File: config.mk
export PLATFORM = sky130hd
export DESIGN_NAME = num_ones_unit
export DESIGN_NICKNAME = d
export VERILOG_FILES = /design/src/rtl/cpu_pkg.sv /design/src/rtl/num_ones_tree.sv /design/src/rtl/num_ones_unit.sv
export SDC_FILE = /design/constraint.sdc
export NUM_CORES = 1
export LEC_CHECK = 0
export BUFFER_PORTS_ARGS = -buffer_cell sky130_fd_sc_hd__buf_2
export CORE_AREA = 5 5 42 44
export CTS_BUF_LIST = sky130_fd_sc_hd__clkbuf_4 sky130_fd_sc_hd__clkbuf_8
export DETAILED_ROUTE_END_ITERATION = 16
export DIE_AREA = 0 0 47 49
export HOLD_SLACK_MARGIN = 0.03
export MAX_ROUTING_LAYER = met4
export PLACE_DENSITY = 0.78
export SLEW_MARGIN = 15
export SYNTH_ARGS = -nofsm -noshare
export SYNTH_HDL_FRONTEND = slang
export SYNTH_HIERARCHICAL = 1
export SYNTH_SLANG_ARGS = --single-unit
export TNS_END_PERCENT = 10
File: constraint.sdc
create_clock -name clk -period 8.3 [get_ports clk]
set_clock_uncertainty 0.05 [all_clocks]
set_input_delay 2.49 -clock clk [delete_from_list [all_inputs] [get_ports clk]]
set_output_delay 2.49 -clock clk [all_outputs]
set_load 0.01 [all_outputs]
File: src/rtl/cpu_pkg.sv
// cpu_pkg: shared sizing helpers for CPU datapath units.
// Count-result widths are derived here so every unit agrees.
package cpu_pkg;

  // Bits needed to hold a count in 0..w inclusive.
  function automatic int popcnt_w(input int w);
    return $clog2(w + 1);
  endfunction

endpackage

File: src/rtl/num_ones_tree.sv
// num_ones_tree: combinational adder tree counting set bits of A.
// Pairs are summed level by level; an odd leftover is passed up.
module num_ones_tree
  import cpu_pkg::*;
#(
  parameter int WIDTH = 16,
  parameter int OUT_W = popcnt_w(WIDTH)
) (
  input  logic [WIDTH-1:0] A,
  output logic [OUT_W-1:0] sum
);

  localparam int LEVELS = $clog2(WIDTH);

  // Reduce the bit vector level by level down to a single node.
  always_comb begin : tree
    logic [OUT_W-1:0] lvl [LEVELS+1][WIDTH+1];
    int n;
    for (int l = 0; l <= LEVELS; l++) begin
      for (int i = 0; i <= WIDTH; i++) begin
        lvl[l][i] = '0;
      end
    end
    for (int i = 0; i < WIDTH; i++) begin
      lvl[0][i] = OUT_W'(A[i]);
    end
    n = WIDTH;
    for (int l = 1; l <= LEVELS; l++) begin
      for (int i = 0; i < (WIDTH + 1) / 2; i++) begin
        if (2 * i + 1 < n) begin
          lvl[l][i] = lvl[l-1][2*i]
                    + lvl[l-1][2*i+1];
        end else if (2 * i < n) begin
          lvl[l][i] = lvl[l-1][2*i];
        end
      end
      n = (n + 1) / 2;
    end
    sum = lvl[LEVELS][0];
  end

endmodule

File: src/rtl/num_ones_unit.sv
// num_ones_unit: registered population count with valid flag.
// One cycle latency, one word per cycle, no backpressure.
module num_ones_unit
  import cpu_pkg::*;
#(
  parameter int WIDTH = 16,
  parameter int OUT_W = popcnt_w(WIDTH)
) (
  input  logic             clk,
  input  logic             reset,
  input  logic             in_valid,
  input  logic [WIDTH-1:0] A,
  output logic [OUT_W-1:0] ones,
  output logic             out_valid
);

  logic [OUT_W-1:0] sum;
  logic [OUT_W-1:0] ones_d;
  logic [OUT_W-1:0] ones_q;
  logic             out_valid_d;
  logic             out_valid_q;

  num_ones_tree #(
    .WIDTH (WIDTH),
    .OUT_W (OUT_W)
  ) u_tree (
    .A   (A),
    .sum (sum)
  );

  // Load a new count only on valid input; otherwise hold it.
  always_comb begin
    ones_d      = ones_q;
    out_valid_d = 1'b0;
    if (in_valid) begin
      ones_d      = sum;
      out_valid_d = 1'b1;
    end
  end

  // Output register stage; reset wins over a valid input.
  always_ff @(posedge clk) begin
    if (reset) begin
      ones_q      <= '0;
      out_valid_q <= 1'b0;
    end else begin
      ones_q      <= ones_d;
      out_valid_q <= out_valid_d;
    end
  end

  assign ones      = ones_q;
  assign out_valid = out_valid_q;

endmodule

**Yosys cells after proc, flatten, opt, wreduce, memory -nomap -nowiden**

Cells that the tools add are included.

- Add/sub/neg operators: 15
- Mux-type cells: 1

Operators with widths:

| cell | number |
|---|---|
| 5-bit adder | 7 |
| 1-bit by 1-bit adder with 2-bit output | 8 |
| 1-bit two-way mux | 1 |

- Word-level logic and storage cells: 18
- Register bits: 6

**Longest topological paths before layout**

- Word-level depth: 4
- Mapped depth: 14
- Gate-level depth less buffers: 14

**Cells and area by module**

Netlist, hierarchy kept.

By module, submodules not included:

| module | cells an instance | times used | sequential area each (µm²) | area each (µm²) |
|---|---|---|---|---|
| num_ones_tree | 47 | 1 | 0.0 | 407.9 |
| num_ones_unit | 18 | 1 | 120.1 | 206.4 |

**Worst setup path before layout**

No wires, ideal clock.

- Kind: input to register
- From: input A[0]
- To: register ones_q[2], in the netlist ones[2]
- Arrival: 5,431 ps
- Setup slack: 2,705 ps
- Setup time: 114 ps
- Stages: 12
- Data required time: 8,136 ps
- Cell sequence: inv_1 > fa_1 > fa_1 > fa_1 > fa_1 > inv_1 > ha_1 > inv_1 > fa_1 > xnor2_1 > mux2i_1 > nor2_1

- Cells in the longest elaborated chain, start to end: 4

Ends and longest elaborated chain:

| item | RTL line | text |
|---|---|---|
| start, declared | num_ones_unit.sv:12 | `input logic [WIDTH-1:0] A,` |
| 1-bit by 1-bit adder with 2-bit output | num_ones_tree.sv:32 | `+ lvl[l-1][2*i+1];` |
| 5-bit adder (3 in series) | num_ones_tree.sv:32 |  |
| net sum[2] | num_ones_unit.sv:17 | `logic [OUT_W-1:0] sum;` |
| end signal, assigned | num_ones_unit.sv:47 | `ones_q <= ones_d;` |
| end, declared | num_ones_unit.sv:19 | `logic [OUT_W-1:0] ones_q;` |

The timed path passes the listed nets, and every way through them passes these cells.
A chain may end at the register's enable or synchronous reset.

**Final worst setup path**

- From: input A[0]
- To: register ones_q[4], in the netlist ones[4]

The elaborated chain is that of the path after synthesis.

==> impl_metrics.ini <==
[die]
floorplan.core_area_mm2 = 0.00140
floorplan.rows = 14
start_util_pct = 43.8
die_area_mm2 = 0.00230
fp.dieW_um = 47
chipHeight_um = 49
pin_count = 25

[setup_path]
critical-path-max-stage-delay_ns = 0.56
cell_at_the_slowest_stage_of_the_critical_path = sky130_fd_sc_hd__fa_1
path_cells = buf_2 -> inv_1 -> fa_1 -> fa_1 -> fa_1 -> fa_1 -> inv_1 -> ha_1 -> inv_1 -> fa_1 -> nor2b_1 -> o21a_1 -> mux2i_1 -> nor2_1
worst_r2r_endpoint = ones[3]$_SDFFE_PP0P_
startpoint_type = input port
rr_worst_depth = 2
buffering_stage_count_on_the_worst_path_with_inverters_included = 4
worst_ep_arrival_time_ns = 5.75
crit_path_category = in -> reg
critical_path.most_common_cell = sky130_fd_sc_hd__fa_1
regToRegSetupSlack_ns = 7.65
critPathRequiredTime_ns = 8.43
end_kind = flop
critical_path_peak_fanout = 2
r2r_start = ones[3]$_SDFFE_PP0P_
path_delay_family = adder cells

[global_route]
first_global_vias = 513
grt_usage_pct = 13.3
grt_pass1_wl_um = 2100
global_route.overflow_total = 0
antenna_found_initial = 0
grt_max_degree = 7

[routing]
detail-route-antenna-nets = 0
routedWlPerCell_um = 10.6
route.met3.wl_um = 56
drc = 0
vias = 470
detail_route.wirelength.met1_um = 364
detailed_routed_wire_length_on_met2_um = 688
drt_first_pass_iters = 4
drtIter0Drc = 3
drt-vias-per-instance = 4.39
postRouteWirelength_um = 1130
maxUsedRoutingLayer = met4

[clock_network]
cts.clk_slew.worst_paths_ns = 0.04
clock_sink_count = 6
clock_latency_ns = 0.24
cts_setup_buffers = 0
cts_resized = 0
cts-hold-fix-buffers = 0
ctsHtreeMaxLevel = 1
tritoncts = yes
tritoncts.num_buffers = 3
cts.root.buffer_cell = sky130_fd_sc_hd__clkbuf_4
cts_max_path_buffers = 2

[power_and_ir_drop]
power_frac_seq_pct = 20.4
cellInternalPower_uw = 112
netSwitchingFraction_pct = 40.5
power.combinational.fraction_pct = 65.6
switching_power_uw = 76.4
power.density_mw_per_mm2 = 246
worst_ir_drop_vdd_mv = 0.155
finalPower_uw = 189
leakage_uw = 0.000471
clockPowerShare_pct = 14.0

[hold_path]
hp-start = ones[4]$_SDFFE_PP0P_
whs_endpoint = ones[4]$_SDFFE_PP0P_
min_path_cells = 2
hold_class = reg -> reg

[synthesis]
mappedNetlistNets = 99
ys_top_cells_by_area = sky130_fd_sc_hd__fa_1, sky130_fd_sc_hd__dfxtp_1, sky130_fd_sc_hd__inv_1
total_number_of_yosys_warnings = 6
synth_cell_types = 12
area_of_the_mapped_netlist_um2 = 614
syn-instance-count = 65
netlist.top_cell.by_area = sky130_fd_sc_hd__fa_1
synthesis.area_per_instance_um2 = 9.45
synth_top_area_share_pct = 32.6
seq_area_frac_synth_pct = 19.6
ys_ff_latch = 6

[timing]
hold_viol_final = 0
maxSlewViolCount = 0
max_clock_freq_ghz = 0.178
summed_negative_setup_slack_over_all_endpoints_ns = 0
setup_viol = 0
layout_min_cycle_time_ns = 5.62
maxSlewHeadroom_pct = 90.6
post-route-period-util_pct = 67.7
rsz0062_at_grt = false
max_slew.worst_pin.slew_ns = 0.137

[placed_design]
post-dp-hpwl_um = 999
buffer_ports.inserted = 24
placement.cell_area_um2 = 743
routabilityCongestion = 0.738

[final_layout]
share_of_layout_cells_above_drive_strength_1_pct = 30.8
stdcell_area_um2 = 766
layout.nets = 127
diodes = 0
synthToLayoutAreaGrowth_pct = 24.6

[flow_run]
max-cap-violations = 0

[outcome]
outcome = finished, final reports clean
worst register-to-register path, cell delays in order, from the launching register on:
cell and delay (ns):
sky130_fd_sc_hd__dfxtp_1 0.30, sky130_fd_sc_hd__mux2i_1 0.13, sky130_fd_sc_hd__nor2_1 0.05
worst max path at each step:
stage          startpoint                    to  slack (ns)  depth (start not counted)
2_1_floorplan        A[0]  ones[2]$_SDFFE_PP0P_        2.70                         12
3_3_place_gp         A[0]  ones[2]$_SDFFE_PP0P_        2.52                         13
3_5_place_dp         A[5]  ones[2]$_SDFFE_PP0P_        2.44                         13
6_report             A[0]  ones[4]$_SDFFE_PP0P_        2.68                         14
4_1_cts              A[5]  ones[2]$_SDFFE_PP0P_        2.68                         13
5_1_grt              A[0]  ones[4]$_SDFFE_PP0P_        2.51                         14
per-stage QoR:
| step | utilization [%] | std cells | setup WS [ns] | hold slack (ns) |
|---|---|---|---|---|
| 2_1_floorplan | - | 65 | 2.70 | 0.478 |
| 3_3_place_gp | 53.0 | 104 | 2.52 | 0.419 |
| 3_5_place_dp | 53.0 | 104 | 2.44 | 0.436 |
| 4_1_cts | 54.6 | 107 | 2.68 | 0.448 |
| 5_1_grt | 54.6 | 107 | 2.51 | 0.491 |
| 6_report | 54.6 | 107 | 2.68 | 0.437 |
final cells by class:
| class | instances | area (µm²) |
|---|---|---|
| fillers | 136 | 636 |
| multi-input cells | 32 | 385 |
| flip-flops and latches | 6 | 120 |
| repair buffers | 24 | 120 |
| inverters | 26 | 97.6 |
| clock buffers | 3 | 22.5 |
| well taps | 16 | 20.0 |
state kept, by name, indices dropped and copies added, names as in the netlist:
register	flops
ones	5
out_valid	1
cell usage in the layout (no fill, tap or decap), drive strengths merged:
| cell type | instances |
|---|---|
| ha | 5 |
| nor2b | 2 |
| fa | 10 |
| dfxtp | 6 |
| mux2i | 5 |
| xnor2 | 2 |
| o21a | 1 |
| a21oi | 1 |
| a21o | 1 |
| inv | 26 |
| clkbuf | 3 |
| nor2 | 5 |
| buf | 24 |
cell families after synthesis:
group	share of synthesized area [%]
AOI/OAI and AO/OA	3.87
xor gates and xnor gates	2.85
adders and majority gates	42.8
buffers and inverters	17.7
DFF	19.6
muxes	8.15
and+or+nand+nor	5.09
power by group through the flow:
stage	Clock, µW	Combinational (µW)	Sequential [µW]
after CTS	27.6	126	38.7
after global routing	31.5	144	39.5
after global placement	0	118	38.9
final	26.3	124	38.6
after detailed placement	0	125	39.2
after floorplan	0	91.3	42.7
synthesized netlist by cell type:
cell,n
sky130_fd_sc_hd__ha_1,5
sky130_fd_sc_hd__a21oi_2,1
sky130_fd_sc_hd__xnor2_1,2
sky130_fd_sc_hd__o21a_1,1
sky130_fd_sc_hd__inv_1,26
sky130_fd_sc_hd__buf_6,1
sky130_fd_sc_hd__nor2_1,5
sky130_fd_sc_hd__mux2i_1,5
sky130_fd_sc_hd__dfxtp_1,6
sky130_fd_sc_hd__fa_1,10
sky130_fd_sc_hd__a21o_1,1
sky130_fd_sc_hd__nor2b_1,2
per-layer routing:
metal | vias up | track usage (%)
li1 | 233 | -
met1 | 226 | 13.0
met2 | 9 | 22.9
met3 | 2 | 4.43
met4 | 0 | 5.53
met5 | - | -
(Power assumes the default switching activity.)
